===== src/rtl/mem_arb_pkg.sv =====
// Shared types and default widths for the round-robin memory arbiter.
package mem_arb_pkg;

   localparam int ADDR_W_DEF = 2;
   localparam int DATA_W_DEF = 8;

   typedef enum logic [1:0] {
      IDLE,
      ISSUE,
      RD_WAIT,
      RD_RESP
   } state_e;

endpackage


===== src/rtl/mem_arbiter_if.sv =====
// Requester-side handshake and memory-side bus shared by the arbiter and its environment.
interface mem_arbiter_if #(
   parameter int NUM_REQ = 2,
   parameter int ADDR_W  = 2,
   parameter int DATA_W  = 8
) ();

   logic [NUM_REQ-1:0]        req;
   logic [NUM_REQ-1:0]        req_we;
   logic [NUM_REQ*ADDR_W-1:0] req_addr;
   logic [NUM_REQ*DATA_W-1:0] req_wdata;
   logic [NUM_REQ-1:0]        gnt;
   logic [NUM_REQ-1:0]        rvalid;
   logic [DATA_W-1:0]         rsp_rdata;
   logic [ADDR_W-1:0]         mem_addr;
   logic                      mem_wr_en;
   logic                      mem_rd_en;
   logic [DATA_W-1:0]         mem_wdata;
   logic [DATA_W-1:0]         mem_rdata;

   // The arbiter side.
   modport master (
      input  req, req_we, req_addr, req_wdata, mem_rdata,
      output gnt, rvalid, rsp_rdata, mem_addr, mem_wr_en, mem_rd_en, mem_wdata
   );

   // Requesters plus memory.
   modport slave (
      output req, req_we, req_addr, req_wdata, mem_rdata,
      input  gnt, rvalid, rsp_rdata, mem_addr, mem_wr_en, mem_rd_en, mem_wdata
   );

endinterface


===== src/rtl/mem_rr_picker.sv =====
// Combinational round-robin search: first requester above last_i, wrapping.
module mem_rr_picker #(
   parameter int NUM_REQ = 2,
   parameter int IDX_W   = 1
) (
   input  logic [NUM_REQ-1:0] req_i,
   input  logic [IDX_W-1:0]   last_i,
   output logic [IDX_W-1:0]   winner_o,
   output logic               any_o
);

   logic [IDX_W-1:0] idx;

   // Scan from the farthest offset down so the nearest requester is the last to win.
   always_comb begin
      any_o    = 1'b0;
      winner_o = '0;
      idx      = '0;
      for (int k = NUM_REQ; k >= 1; k--) begin
         idx = IDX_W'((int'(last_i) + k) % NUM_REQ);
         if (req_i[idx]) begin
            any_o    = 1'b1;
            winner_o = idx;
         end
      end
   end

endmodule


===== src/rtl/mem_arbiter.sv =====
// Round-robin arbiter sequencing one read or write per grant onto a single-port memory.
module mem_arbiter
   import mem_arb_pkg::*;
#(
   parameter int NUM_REQ = 2,
   parameter int ADDR_W  = ADDR_W_DEF,
   parameter int DATA_W  = DATA_W_DEF
) (
   input logic         clk,
   input logic         reset,
   mem_arbiter_if.master bus
);

   localparam int IDX_W = (NUM_REQ > 1) ? $clog2(NUM_REQ) : 1;

   state_e              state_q, state_d;
   logic [IDX_W-1:0]    win_q, win_d;
   logic [IDX_W-1:0]    last_q, last_d;
   logic [IDX_W-1:0]    pick;
   logic                any_req;
   logic [NUM_REQ-1:0]  gnt_q, gnt_d;
   logic [NUM_REQ-1:0]  rvalid_q, rvalid_d;
   logic [DATA_W-1:0]   rsp_q, rsp_d;
   logic [ADDR_W-1:0]   addr_q, addr_d;
   logic [DATA_W-1:0]   wdata_q, wdata_d;
   logic                wr_q, wr_d;
   logic                rd_q, rd_d;

   mem_rr_picker #(
      .NUM_REQ (NUM_REQ),
      .IDX_W   (IDX_W)
   ) u_picker (
      .req_i    (bus.req),
      .last_i   (last_q),
      .winner_o (pick),
      .any_o    (any_req)
   );

   // Output registers are loaded for the state being entered, so every output is a flop.
   always_comb begin
      state_d  = state_q;
      win_d    = win_q;
      last_d   = last_q;
      gnt_d    = '0;
      rvalid_d = '0;
      rsp_d    = rsp_q;
      addr_d   = '0;
      wdata_d  = '0;
      wr_d     = 1'b0;
      rd_d     = 1'b0;
      unique case (state_q)
         IDLE: begin
            if (any_req) begin
               win_d   = pick;
               last_d  = pick;
               gnt_d   = NUM_REQ'(1) << pick;
               addr_d  = bus.req_addr[int'(pick)*ADDR_W +: ADDR_W];
               wdata_d = bus.req_wdata[int'(pick)*DATA_W +: DATA_W];
               wr_d    = bus.req_we[pick];
               rd_d    = !bus.req_we[pick];
               state_d = ISSUE;
            end
         end
         ISSUE: begin
            state_d = wr_q ? IDLE : RD_WAIT;
         end
         RD_WAIT: begin
            rsp_d    = bus.mem_rdata;
            rvalid_d = NUM_REQ'(1) << win_q;
            state_d  = RD_RESP;
         end
         RD_RESP: begin
            state_d = IDLE;
         end
         default: state_d = IDLE;
      endcase
   end

   always_ff @(posedge clk or posedge reset) begin
      if (reset) begin
         state_q  <= IDLE;
         win_q    <= '0;
         last_q   <= IDX_W'(NUM_REQ - 1);
         gnt_q    <= '0;
         rvalid_q <= '0;
         rsp_q    <= '0;
         addr_q   <= '0;
         wdata_q  <= '0;
         wr_q     <= 1'b0;
         rd_q     <= 1'b0;
      end else begin
         state_q  <= state_d;
         win_q    <= win_d;
         last_q   <= last_d;
         gnt_q    <= gnt_d;
         rvalid_q <= rvalid_d;
         rsp_q    <= rsp_d;
         addr_q   <= addr_d;
         wdata_q  <= wdata_d;
         wr_q     <= wr_d;
         rd_q     <= rd_d;
      end
   end

   assign bus.gnt       = gnt_q;
   assign bus.rvalid    = rvalid_q;
   assign bus.rsp_rdata = rsp_q;
   assign bus.mem_addr  = addr_q;
   assign bus.mem_wdata = wdata_q;
   assign bus.mem_wr_en = wr_q;
   assign bus.mem_rd_en = rd_q;

endmodule


===== src/flat_wrapper.sv =====
// flat-port wrapper written by rule: the top's interface ports become plain ports
module mem_arbiter_flat import mem_arb_pkg::*;
#(
   parameter int NUM_REQ = 2,
   parameter int ADDR_W  = ADDR_W_DEF,
   parameter int DATA_W  = DATA_W_DEF
)
  (clk, reset, bus_req, bus_req_we, bus_req_addr, bus_req_wdata, bus_mem_rdata, bus_gnt, bus_rvalid, bus_rsp_rdata, bus_mem_addr, bus_mem_wr_en, bus_mem_rd_en, bus_mem_wdata);
  mem_arbiter_if #(.NUM_REQ(NUM_REQ), .ADDR_W(ADDR_W), .DATA_W(DATA_W)) bus_i ();
  input logic clk;
  input logic reset;
  input wire logic [$bits(bus_i.req)-1:0] bus_req;
  input wire logic [$bits(bus_i.req_we)-1:0] bus_req_we;
  input wire logic [$bits(bus_i.req_addr)-1:0] bus_req_addr;
  input wire logic [$bits(bus_i.req_wdata)-1:0] bus_req_wdata;
  input wire logic [$bits(bus_i.mem_rdata)-1:0] bus_mem_rdata;
  output wire logic [$bits(bus_i.gnt)-1:0] bus_gnt;
  output wire logic [$bits(bus_i.rvalid)-1:0] bus_rvalid;
  output wire logic [$bits(bus_i.rsp_rdata)-1:0] bus_rsp_rdata;
  output wire logic [$bits(bus_i.mem_addr)-1:0] bus_mem_addr;
  output wire logic [$bits(bus_i.mem_wr_en)-1:0] bus_mem_wr_en;
  output wire logic [$bits(bus_i.mem_rd_en)-1:0] bus_mem_rd_en;
  output wire logic [$bits(bus_i.mem_wdata)-1:0] bus_mem_wdata;
  assign bus_i.req = bus_req;
  assign bus_i.req_we = bus_req_we;
  assign bus_i.req_addr = bus_req_addr;
  assign bus_i.req_wdata = bus_req_wdata;
  assign bus_i.mem_rdata = bus_mem_rdata;
  assign bus_gnt = bus_i.gnt;
  assign bus_rvalid = bus_i.rvalid;
  assign bus_rsp_rdata = bus_i.rsp_rdata;
  assign bus_mem_addr = bus_i.mem_addr;
  assign bus_mem_wr_en = bus_i.mem_wr_en;
  assign bus_mem_rd_en = bus_i.mem_rd_en;
  assign bus_mem_wdata = bus_i.mem_wdata;
  mem_arbiter #(.NUM_REQ(NUM_REQ), .ADDR_W(ADDR_W), .DATA_W(DATA_W)) u_core (.clk(clk), .reset(reset), .bus(bus_i));
endmodule

===== config.mk =====
export PLATFORM = sky130hd
export DESIGN_NAME = mem_arbiter_flat
export DESIGN_NICKNAME = d
export VERILOG_FILES = /design/src/rtl/mem_arb_pkg.sv /design/src/rtl/mem_arbiter_if.sv /design/src/rtl/mem_rr_picker.sv /design/src/rtl/mem_arbiter.sv /design/src/flat_wrapper.sv
export SDC_FILE = /design/constraint.sdc
export NUM_CORES = 1
export LEC_CHECK = 0
export ABC_AREA = 1
export ABC_CLOCK_PERIOD_IN_PS = 1200
export CORE_ASPECT_RATIO = 0.5
export CORE_UTILIZATION = 39
export DETAILED_ROUTE_END_ITERATION = 10
export PLACE_DENSITY_LB_ADDON = 0.2
export REMOVE_ABC_BUFFERS = 1
export SLEW_MARGIN = 20
export SYNTH_ARGS = -nofsm -noshare
export SYNTH_HDL_FRONTEND = slang
export SYNTH_SLANG_ARGS = --single-unit

===== constraint.sdc =====
create_clock -name clk -period 1.2 [get_ports clk]
set_input_delay 0.24 -clock clk [delete_from_list [all_inputs] [get_ports clk]]
set_output_delay 0.24 -clock clk [all_outputs]
set_load 0.005 [all_outputs]

==> flow_summary.json, run 1 <==
{
  "grt_usage": 0.1662,
  "vias": 1036,
  "rows": 13,
  "critPathKind": "reg2out",
  "end_kind": "output port",
  "vdd_ir_drop_max_mv": 0.8407,
  "io-pin-count": 58,
  "synthTopCellsByCount": "43 x nand2_1, 27 x dfrtp_1, 10 x nand4_1, 9 x nand3_1, 6 x nor2_1",
  "nNetsFinal": 221,
  "dr.pass1.iters": 4,
  "ys.flop_type": "dfrtp_1",
  "grt_overflow_total": 0,
  "drtIter0Drc": 49,
  "cts_max_level": 1,
  "synth-seq-area-share": 0.6158,
  "post-place-ws_ns": -0.2689,
  "fin_crit_sh": 0.9695,
  "critPathMaxFanout": 2,
  "cts_root_buffer": "clkbuf_8",
  "dpl.hpwl_mm": 1.854,
  "avgSynthCellArea_um2": 9.579,
  "multi_input_area_um2": 367.9,
  "yosys.area_share.simple": 0.3074,
  "numCtsBuffers": 3,
  "start_util": 0.4247,
  "fp.dieW_um": 78.46,
  "finalSetupViolations": 0,
  "grt_util_met2": 0.3136,
  "netlist_area_um2": 1140,
  "timing.final.max_slew_violations": 0,
  "drc": 0,
  "synthMuxAreaShare": 0,
  "wl_per_cell_um": 11.41,
  "cellPowerDensity_nw_per_um2": 1922,
  "cts_buffer_depth": 2,
  "synth_most_common_cell": "nand2_1",
  "die_h_um": 40.23,
  "hold_class": "in2async",
  "synth_compound_area_frac": 0.01317,
  "worst-r2r-cell-count": 6,
  "ys_ff_latch": 28,
  "ys_warn_count": 0,
  "netlist.area_leader.share": 0.5928,
  "critPathSlowestCell": "dfrtp_1",
  "max_cap_viol_count": 0,
  "grt_antenna_before_repair": 0,
  "use_met3": 0.05000,
  "async_reset_ff_frac": 1.000,
  "fp.dieArea_um2": 3156,
  "ant_nets": 0,
  "final-seq-area_um2": 701.9,
  "synth.distinct_cells": 17,
  "grt_max_degree": 29,
  "tritoncts": "done",
  "fmax_ghz": 0.8595,
  "portBuffers": 57,
  "clock_skew_ns": 0.001161,
  "crit_family": "flip-flops",
  "synth.area.top_cells": "dfrtp_1 59%, nand2_1 14%, nand4_1 5.5%",
  "drive_gt1_frac": 0.1452,
  "startpoint_type": "flop",
  "cp_cell_sequence": "dlygate4sd2_1",
  "synth_adder_area_share": 0,
  "worst_pin_slew_ns": 0.2187,
  "drt_wl_total_mm": 2.544,
  "fill_cells": 236,
  "setup_tns_ns": 0,
  "grt_most_used_layer": "met2",
  "area_growth_pct": 63.01,
  "cp.arrival_ns": 0.92,
  "gr-usage-met1": 0.1957,
  "synth_edf_count": 0,
  "synthCells": 119,
  "finalHoldViolCount": 0,
  "globalplace.congestion": 0.7095,
  "yosys.area.top_type": "dfrtp_1",
  "rsz0062_at_grt": "no",
  "relSlewSlack": 0.8537,
  "layout_min_cycle_time_ns": 1.163,
  "grt_pass1_wl_mm": 3.753,
  "core_um2": 2684,
  "critPathBufInv": 1,
  "cpPeakStageDelay_ns": 0.38,
  "fin_util": 0.6923,
  "clk_latency_ns": 0.27,
  "via_per_inst": 4.646,
  "setup_slack_ns": 0.03658,
  "crit_required_ns": 0.96,
  "cts.sinks": 28,
  "diodes": 0,
  "status": "completed",
  "synth_top_family_by_area": "simple AND/OR/NAND/NOR gates",
  "clk_pin_slew_worst_paths_ns": 0.09,
  "grt_pass1_vias": 837,
  "p_leak_uw": 0.0009957,
  "synth_xor_area_frac": 0,
  "crit_cells": 1
}
==> cells in the final DEF (no fill, tap or decap) <==
master and count:
clkbuf_8 4, nand3_1 9, nor2_1 6, clkdlybuf4s15_1 2
inv_4 1, o21ai_0 1, nand4_1 10, buf_4 10
dfrtp_1 27, dlygate4sd2_1 22, inv_2 1, nand2_2 5
dfstp_2 1, inv_1 5, a21oi_1 2, buf_12 2
clkdlybuf4s50_1 33, nand2_1 42, nand2_4 2, nor2_4 1
==> flip-flops by register name, summed over array words and instances (netlist names), named ones only <==
register,count
u_core.bus.rsp_rdata,8
u_core.state_q,1
u_core.bus.gnt,2
u_core.bus.mem_addr,2
u_core.win_q,1
u_core.bus.rvalid,2
u_core.bus.mem_wr_en,1
u_core.bus.mem_rd_en,1
u_core.bus.mem_wdata,8
u_core.last_q,1
==> area by class of cell <==
type	instances	share of cell area
Clock buffer	4	0.02963
Sequential cell	28	0.3778
Tap cell	37	0.02492
Inverter	7	0.01549
Multi-Input combinational cell	78	0.1980
Timing Repair Buffer	69	0.3542
==> metal layers <==
| layer | share of wire | wire (um) |
|---|---|---|
| met1 | 0.41 | 1049 |
| met2 | 0.50 | 1268 |
| met3 | 0.084 | 214 |
| met4 | 0.0047 | 12 |
| met5 | 0 | 0 |
==> repair_timing <==
item,in CTS,in global routing
hold buffers,0,0
endpoints found under the setup margin,26,12
pin swaps,1,0
gates resized for setup,24,3
hold endpoints to repair,0,0
setup buffers,3,1
==> worst paths after layout <==
check	start	end	slack [ns]
worst max-delay path	u_core.bus.rsp_rdata[5]	bus_rsp_rdata[5]	0.04
min in group clk	u_core.bus.rsp_rdata[1]	u_core.bus.rsp_rdata[1]	0.47
worst min register to register	u_core.bus.rsp_rdata[1]	u_core.bus.rsp_rdata[1]	0.47
max in group asynchronous	reset	u_core.last_q	0.68
worst max register to register	u_core.last_q	u_core.win_q	0.04
worst min-delay path	reset	u_core.bus.rvalid[1]	0.29
==> cells by family (layout without fill, tap and decap cells) <==
family / count (synthesis) / after routing
buf+inv: 13 / 80
simple gates: 75 / 75
flops: 28 / 28
compound gates: 3 / 3
==> through the flow <==
stage / area [um^2] / power (uW) / std cells / hold WS, ns
floorplan: 1096 / 2154 / 113 / 0.3047
global placement: 1785 / 3063 / 215 / 0.4439
detailed placement: 1785 / 3113 / 215 / 0.4602
CTS: 1846 / 3567 / 222 / 0.2957
global route: 1858 / 3824 / 223 / 0.3187
finish: 1858 / 3572 / 223 / 0.2928
==> where the power goes <==
| group | leakage (uW) | total [uW] | switching [uW] | internal [uW] |
|---|---|---|---|---|
| combinational | 0.000606 | 1510 | 747 | 762 |
| clock | 0.0000288 | 583 | 289 | 294 |
| sequential | 0.000360 | 1480 | 170 | 1310 |
==> tightest hold or removal path: cells and delay by family <==
family   cells  cell delay (ns)
buf+inv      3             0.68
Power figures use the tool's default switching activity.
==> run 2: changes to the inputs <==
REMOVE_ABC_BUFFERS = not set   (was 1)
==> run 2 against run 1 <==
Against the previous run: final area grew 1.9%; final cell count grew 2.7%; via count grew 2.7%; routed wire length grew 5.8%; sequential share of layout area shrank 0.70 points; critical endpoint is now bus_mem_wdata[2]; largest cell class unchanged.
==> flow_summary.json, run 2 (synthesis results as in run 1) <==
{
  "fill_cells": 216,
  "r2r_end": "u_core.bus.mem_addr[1]",
  "grt_pass1_wl_mm": 3.850,
  "reg2reg_slack_ns": 0.06,
  "grt_overflow_total": 0,
  "globalplace.congestion": 0.8123,
  "clock_skew_ns": 0.001529,
  "cts_buffer_depth": 2,
  "core_um2": 2684,
  "grt_usage": 0.1710,
  "startpoint_type": "flop",
  "tritoncts": "done",
  "clk_latency_ns": 0.27,
  "numCtsBuffers": 3,
  "critPathSlowestCell": "dfrtp_1",
  "fin_util": 0.7054,
  "vdd_ir_drop_max_mv": 0.8976,
  "grt_pass1_vias": 870,
  "start_util": 0.4247,
  "drive_gt1_frac": 0.1719,
  "p_leak_uw": 0.001019,
  "io-pin-count": 58,
  "r2r-start": "u_core.last_q",
  "syn-num-nets": 153,
  "dr.pass1.iters": 4,
  "clk_pin_slew_worst_paths_ns": 0.09,
  "via_per_inst": 4.646,
  "critPathKind": "reg2out",
  "wl_per_cell_um": 11.75,
  "cpPeakStageDelay_ns": 0.38,
  "nNetsFinal": 227,
  "end_kind": "output port",
  "fp.dieArea_um2": 3156,
  "place_area_um2": 1788,
  "drt_wl_total_mm": 2.691,
  "drc": 0,
  "critPathMaxFanout": 1,
  "cts.sinks": 28,
  "die_h_um": 40.23,
  "p_total_uw": 3710,
  "layout_min_cycle_time_ns": 1.162,
  "fmax_ghz": 0.8606,
  "crit_family": "flip-flops",
  "crit_required_ns": 0.96,
  "cellPowerDensity_nw_per_um2": 1960,
  "cts_max_level": 1,
  "layout_common_cells": "42 x nand2_1, 33 x clkdlybuf4s50_1, 27 x dfrtp_1, 20 x dlygate4sd2_1, 17 x buf_4",
  "finalHoldViolCount": 0,
  "ant_nets": 0,
  "area_growth_pct": 66.08,
  "cp.arrival_ns": 0.92,
  "finalInstanceArea_um2": 1893,
  "final_common_cell": "nand2_1",
  "worst-r2r-cell-count": 6,
  "fin_crit_sh": 0.9683,
  "grt_antenna_before_repair": 0,
  "cts_root_buffer": "clkbuf_8",
  "status": "completed",
  "relSlewSlack": 0.8122,
  "worst_pin_slew_ns": 0.2818,
  "finalSetupViolations": 0,
  "diodes": 0,
  "hold_class": "in2async",
  "dpl.hpwl_mm": 1.929,
  "cp_cell_sequence": "dlygate4sd2_1",
  "vias": 1064,
  "critPathBufInv": 1,
  "drtIter0Drc": 66,
  "portBuffers": 57,
  "max_cap_viol_count": 0,
  "fp.dieW_um": 78.46,
  "grt_max_degree": 23,
  "rows": 13,
  "timing.final.max_slew_violations": 0
}
run 2: what timing repair did:
| item | 4_1_cts | 5_1_grt |
|---|---|---|
| setup endpoints to repair | 24 | 27 |
| pin swaps | 0 | 1 |
| buffers inserted | 3 | 5 |
| cloned | 0 | 0 |
| resized for setup | 24 | 5 |
| hold buffers | 0 | 0 |
run 2: layer usage:
layer | routed length, um | part of all wire | up-vias | track usage
met5 | 0 | 0 | - | 0
met1 | 1180 | 0.44 | 488 | 0.2053
li1 | - | - | 528 | -
met4 | 31 | 0.012 | 0 | 0.08333
met2 | 1319 | 0.49 | 44 | 0.2961
met3 | 159 | 0.059 | 4 | 0.05227
run 2: worst max-delay path by stage:
| stage | from | end | slack, ns | cells past startpoint |
|---|---|---|---|---|
| 2_1_floorplan | u_core.last_q | u_core.bus.mem_addr[1] | 0.13 | 5 |
| 3_3_place_gp | bus_req[1] | u_core.bus.mem_wdata[4] | -0.16 | 5 |
| 3_5_place_dp | bus_req[0] | u_core.bus.mem_addr[1] | -0.19 | 6 |
| 4_1_cts | u_core.state_q[0] | u_core.bus.mem_addr[1] | 0.001 | 5 |
| 5_1_grt | u_core.last_q | u_core.bus.mem_wdata[4] | -0.02 | 5 |
| 6_report | u_core.bus.mem_wdata[2] | bus_mem_wdata[2] | 0.04 | 1 |
run 2: through the flow:
step	instances	hold WS [ns]	setup WS, ns	setup TNS (ns)
after floorplan	119	0.3047	0.1345	0
after global placement	217	0.4524	-0.1568	-2.046
after detailed placement	217	0.4506	-0.1937	-2.536
after CTS	224	0.2617	0.001353	0
after global routing	229	0.2574	-0.01672	-0.02292
final	229	0.2494	0.03801	0
run 2: final cells by class:
cell class | count | area (um^2) | share of cell area
Clock buffer | 4 | 55.05 | 0.02908
Sequential cell | 28 | 701.9 | 0.3708
Timing Repair Buffer | 75 | 693.2 | 0.3662
Inverter | 7 | 28.78 | 0.01520
Tap cell | 37 | 46.29 | 0.02445
Multi-Input combinational cell | 78 | 367.9 | 0.1943
run 2: power by group:
group / total, uW / switching (uW) / internal, uW
Combinational: 1650 / 781 / 867
Clock: 578 / 285 / 294
Sequential: 1480 / 172 / 1310
Total: 3710 / 1240 / 2470
==> run 3: changes to the inputs <==
CELL_PAD_IN_SITES_DETAIL_PLACEMENT = 1   (was not set)
CELL_PAD_IN_SITES_GLOBAL_PLACEMENT = 2   (was not set)
CORE_UTILIZATION = 22   (was 39)
==> run 3 against run 2 <==
Against the previous run: count of clock-buffer cells in the layout is the same; highest routed layer unchanged; largest cell class unchanged; final area grew 2.1%; flip-flop and latch count is the same; via count shrank 1.9%; combinational power shrank 5%; routed wire length grew 10%; sequential power is essentially flat; clock power grew 2%.
==> flow_summary.json, run 3 (synthesis results as in run 1) <==
{
  "status": "completed",
  "portBuffers": 57,
  "postCtsHoldBufs": 0,
  "grt_pass1_vias": 979,
  "timing.final.max_slew_violations": 0,
  "rows": 18,
  "fp.dieW_um": 103.8,
  "numCtsBuffers": 3,
  "area_growth_pct": 69.59,
  "drtIter0Drc": 19,
  "dpl.hpwl_mm": 2.171,
  "wl_met1_mm": 1.400,
  "p_clk_frac": 0.161,
  "dp.cells": 250,
  "diodes": 0,
  "drive_gt1_frac": 0.1579,
  "via_per_inst": 4.015,
  "core_um2": 4955,
  "grt_max_degree": 29,
  "vdd_ir_drop_max_mv": 0.5731,
  "grt_overflow_total": 0,
  "cp.arrival_ns": 0.92,
  "cellPowerDensity_nw_per_um2": 1885,
  "crit_required_ns": 0.96,
  "met3_length_um": 159,
  "power_switching_uw": 1219,
  "p_int_uw": 2425,
  "hold_class": "in2async",
  "io-pin-count": 58,
  "met2_length_mm": 1.381,
  "layout_min_cycle_time_ns": 1.163,
  "top_layer": "met4",
  "ant_nets": 0,
  "fin_util": 0.3902,
  "startpoint_type": "flop",
  "critPathKind": "reg2out",
  "cts_root_buffer": "clkbuf_8",
  "clock_skew_ns": 0.002636,
  "finalSetupViolations": 0,
  "cp_cell_sequence": "dlygate4sd2_1",
  "critPathSlowestCell": "dfrtp_1",
  "fmax_ghz": 0.8595,
  "finalHoldViolCount": 0,
  "final_common_cell": "nand2_1",
  "worst_pin_slew_ns": 0.3694,
  "grt_pass1_wl_mm": 4.574,
  "grt_usage": 0.1098,
  "wl_per_cell_um": 11.38,
  "fp.dieArea_um2": 5490,
  "end_kind": "output port",
  "drc": 0,
  "syn-num-nets": 153,
  "clk_pin_slew_worst_paths_ns": 0.09,
  "tritoncts": "done",
  "combPwrFrac": 0.432,
  "cts_max_level": 1,
  "p_leak_uw": 0.001015,
  "max_cap_viol_count": 0,
  "fin_crit_sh": 0.9696,
  "die_h_um": 52.90,
  "p_total_uw": 3644,
  "nNetsFinal": 225,
  "globalplace.congestion": 0.6533,
  "fill_cells": 588,
  "cpPeakStageDelay_ns": 0.39,
  "critPathMaxFanout": 1,
  "clk_latency_ns": 0.27,
  "grt_antenna_before_repair": 0,
  "cts.sinks": 28,
  "relSlewSlack": 0.7531,
  "netSwitchingFraction": 0.3344,
  "setup_tns_ns": 0,
  "vias": 1044,
  "fin_cells": 260,
  "critPathBufInv": 1,
  "layout_common_cells": "43 x nand2_1, 33 x clkdlybuf4s50_1, 27 x dfrtp_1, 20 x dlygate4sd2_1, 13 x buf_4",
  "rsz0062_at_grt": "no",
  "start_util": 0.2301,
  "crit_family": "flip-flops",
  "dr.pass1.iters": 4,
  "drt_wl_total_mm": 2.960,
  "cts_buffer_depth": 2,
  "p_seq_frac": 0.407
}
-- run 3: changes by cell type in the layout (fill, tap and decap cells not counted), sizes merged --
cell,delta
buf,-2
-- run 3: timing repair --
| action | CTS | global route |
|---|---|---|
| setup endpoints to repair | 26 | 18 |
| pin swaps | 1 | 1 |
| resized for setup | 24 | 5 |
| setup buffers | 2 | 4 |
-- run 3: layout make-up --
class                   instances  area, um^2  area share
clock buffers                   4       55.05     0.02848
inverters                       7       28.78     0.01489
multi-input cells              78       365.4      0.1890
flip-flops and latches         28       701.9      0.3631
well taps                      70       87.58     0.04531
repair buffers                 73       694.4      0.3592
-- run 3: worst register-to-register path, cell delays in order, from the launching register on --
cell and delay, ns:
dfstp_2 0.54, nand2_1 0.10, nand2_4 0.11, nor2_4 0.04
buf_12 0.14, nand2_1 0.06, nand2_1 0.05
-- run 3: through the flow --
stage | setup WS [ns] | instance area (um^2) | hold WS, ns
floorplan | 0.1345 | 1140 | 0.3047
detailed placement | -0.2698 | 1842 | 0.4537
finish | 0.03654 | 1933 | 0.2912
global route | 0.003319 | 1933 | 0.2974
CTS | 0.002407 | 1882 | 0.2941
global placement | -0.1734 | 1842 | 0.4530
-- run 3: metal layers --
metal / global-route usage / up-vias
met2: 0.1846 / 32
met5: 0 / -
met3: 0.03448 / 2
li1: - / 520
met4: 0.02143 / 0
met1: 0.1416 / 490
-- run 3: final timing paths --
check                                   startpoint                 endpoint  slack (ns)  cells after the start
setup reg to reg                     u_core.last_q  u_core.bus.mem_wdata[1]        0.06                      6
setup / recovery           u_core.bus.mem_wdata[0]         bus_mem_wdata[0]        0.04                      1
hold reg to reg                       u_core.win_q     u_core.bus.rvalid[0]        0.47                      1
min in group clk                      u_core.win_q     u_core.bus.rvalid[0]        0.47                      1
hold / removal                               reset        u_core.state_q[0]        0.29                      3
max in group asynchronous                    reset            u_core.last_q        0.68                      3
-- run 3: power by group through the flow --
stage	registers [uW]	clock network [uW]	logic [uW]
final	1480	587	1570
after global routing	1520	643	1760
after detailed placement	1520	0	1660
after CTS	1490	623	1500
after floorplan	1520	0	730
after global placement	1510	0	1640
==> patch, RTL diff (config.mk and constraints of run 1) <==
`wdata_q` no longer has a reset.
--- a/src/rtl/mem_arbiter.sv
+++ b/src/rtl/mem_arbiter.sv
@@ -87,3 +87,2 @@
          addr_q   <= '0;
-         wdata_q  <= '0;
          wr_q     <= 1'b0;
@@ -98,3 +97,2 @@
          addr_q   <= addr_d;
-         wdata_q  <= wdata_d;
          wr_q     <= wr_d;
@@ -102,2 +100,6 @@
       end
+   end
+
+   always_ff @(posedge clk) begin
+      wdata_q <= wdata_d;
    end
Check against the original RTL: not equivalent (Yosys sat finds a counterexample within 4 cycles, from zero or initial values and one cycle with reset high).
==> patch against run 1 <==
  * Clock power is 3% lower
  * First-iteration DRC count fell by 2.0%
  * Wire length is 7.1% lower
  * Sequential share of layout area is 2.1 points lower
  * Cell count grew 1.8%
  * Synthesized area rose by 0.33%
  * Cell area grew 0.13%
  * Total power shrank 0.83%
  * Count of clock-buffer cells in the layout unchanged
  * Sequential cell count is the same
  * Via count fell by 2.3%
  * Synthesized cell count is 0.84% higher
  * Critical path depth did not move
  * Setup slack better by 0.0070 ns
  * Highest routed layer unchanged
==> patch: results (changes against run 1) <==
Outcome
  • Status: completed

Detailed routing
  • Initial DRT Pass Iterations: 4 (unchanged)
  • DR vias/cell: 4.46 (-4.0%)
  • Initial DRC Count: 48 (-2.0%)
  • WL final: 2360 um (-7.1%)

Clocking
  • H-tree Lvls: 1 (unchanged)
  • Worst skew pair latency: 0.27 ns (about the same)
  • Root buf cell: clkbuf_8
  • Clock-pin slew on the worst setup and hold paths: 0.09 ns (about the same)
  • Maximum root-to-sink buffer count: 2 (unchanged)
  • Num CTS Buffers: 3 (unchanged)

Pwr
  • Worst vdd ir: 0.893 mV (+6.2%)
  • P_leak: 0.949 nW (-4.7%)

Final layout
  • # fillers: 232 (-1.7%)
  • Inserted Diodes: 0 (unchanged)
  • Post-route insts no fill: 227 (+1.8%)
  • Share of layout cells above drive strength 1: 21.6% (+7.1 points)

Setup path
  • CP max FO: 2 (unchanged)
  • CP max-delay cell: dfrtp_1
  • Crit path arrival time: 0.92 ns (about the same)
  • Reg2reg setup slack: 0.10 ns (+0.06 ns)
  • CP delay by family, top: flip-flops
  • Biggest cell delay along the critical path: 0.39 ns

STA
  • Slew headroom: 76.8% (-8.6 points)
  • Clk_skew: 0.00696 ns (+0.00580 ns)

Synth
  • Sequential-to-total area share from yosys stat: 57.9% (-3.7 points)
  • Gate Count Post-Synth: 120 (+0.84%)
  • Commonest cells post-synth: nand2_1 (37), dfrtp_1 (19), nand3_1 (17), a21oi_2 (9), dfxtp_1 (8)
  • Synth area leader: dfrtp_1
  • Top post-synthesis cells by area: dfrtp_1 (42%), dfxtp_1 (14%), nand2_1 (12%), nand3_1 (7.4%), a21oi_2 (6.9%)
  • Synth async-reset ratio: 71.4% (-29 points)
  • Post-synth cell types: 18 (+1)
  • YS warnings: 0 (unchanged)

Min path
  • Hold/Removal Path Class: primary input to asynchronous set/reset pin

Place
  • GPL Wtd Cong: 0.705 (-0.68%)
  • Placed inst area: 1780 sq um (-0.42%)
  • Placed cells: 217 (+0.93%)
  • Port-buffer cells: 57 (unchanged)
  • Final HPWL DP: 1770 um (-4.5%)

Global routing
  • First-pass GRT wire length: 3880 um (+3.5%)
  • Number of global-route vias before repair: 887 (+6.0%)
  • Initial antenna violation count: 0 (unchanged)
  • Total GRT Usage: 17.2% (+0.54 points)
  • Largest net degree at the start of global routing: 21 (-28%)
## patch: cell types whose count changed in the layout (fill, tap and decap cells not counted), moves of 2 or more
cell	run 1	this run
dfrtp_1	27	19
buf_4	10	14
nand4_1	10	1
nand2_1	42	37
dfxtp_1	0	6
inv_2	1	3
nand3_1	9	17
a21oi_2	0	9
dfxtp_2	0	2
## patch: report_power, final
group / total, mW / switching (mW) / internal, mW
registers: 1.45 / 0.158 / 1.30
clock network: 0.566 / 0.272 / 0.294
logic: 1.52 / 0.730 / 0.792
## patch: timing repair
| action | 4_1_cts | 5_1_grt |
|---|---|---|
| setup buffers | 3 | 3 |
| hold endpoints to repair | 0 | 0 |
| setup endpoints to repair | 24 | 8 |
| cloned | 0 | 0 |
| gates resized for setup | 26 | 4 |
## patch: cell families (layout without fill, tap and decap cells)
logic type,after synthesis,count (layout),synth area share (%)
buffers and inverters,13,83,7.77
and+or+nand+nor,67,67,26.0
DFF,28,28,57.9
AOI/OAI and AO/OA,12,12,8.31
## patch: per-layer routing
| layer | GRT usage (%) | vias to the layer above | wire (um) |
|---|---|---|---|
| met4 | 6.94 | 0 | 38 |
| met5 | 0 | - | 0 |
| met1 | 18.8 | 449 | 1010 |
| met3 | 5.45 | 4 | 193 |
| met2 | 32.8 | 37 | 1120 |
| li1 | - | 522 | - |
## patch: final cells by class
class,instances,area (sq um),area share [%]
clock buffer,4,55.1,2.96
inverter,7,26.3,1.41
timing repair buffer,72,671,36.0
multi-input combinational,79,398,21.4
sequential,28,664,35.7
tap,37,46.3,2.49
## patch: worst min-delay path, cell delays in order
cell and delay (ns):
clkdlybuf4s50_1 0.40, inv_1 0.09, buf_12 0.17
## patch: final timing paths
path | cells after the start | to | startpoint
max | 1 | bus_rsp_rdata[0] | u_core.bus.rsp_rdata[0]
min | 3 | u_core.bus.mem_addr[1] | reset
max reg2reg | 5 | u_core.bus.mem_rd_en | u_core.last_q
min reg2reg | 1 | u_core.bus.rvalid[0] | u_core.win_q
max in group asynchronous | 3 | u_core.last_q | reset
min in group clk | 3 | u_core.state_q[0] | bus_req[1]
## patch: through the flow
step / power [mW] / setup slack, ns / hold WS, ns / setup TNS (ns) / util, %
after CTS: 3.51 / 0.0231 / 0.286 / 0 / 68.1
after global routing: 3.83 / -0.00943 / 0.311 / -0.00943 / 69.3
final: 3.54 / 0.0436 / 0.280 / 0 / 69.3
after floorplan: 2.13 / 0.0303 / 0.203 / 0 / -
after global placement: 3.02 / -0.185 / 0.453 / -2.44 / 66.2
after detailed placement: 3.06 / -0.212 / 0.457 / -2.76 / 66.2
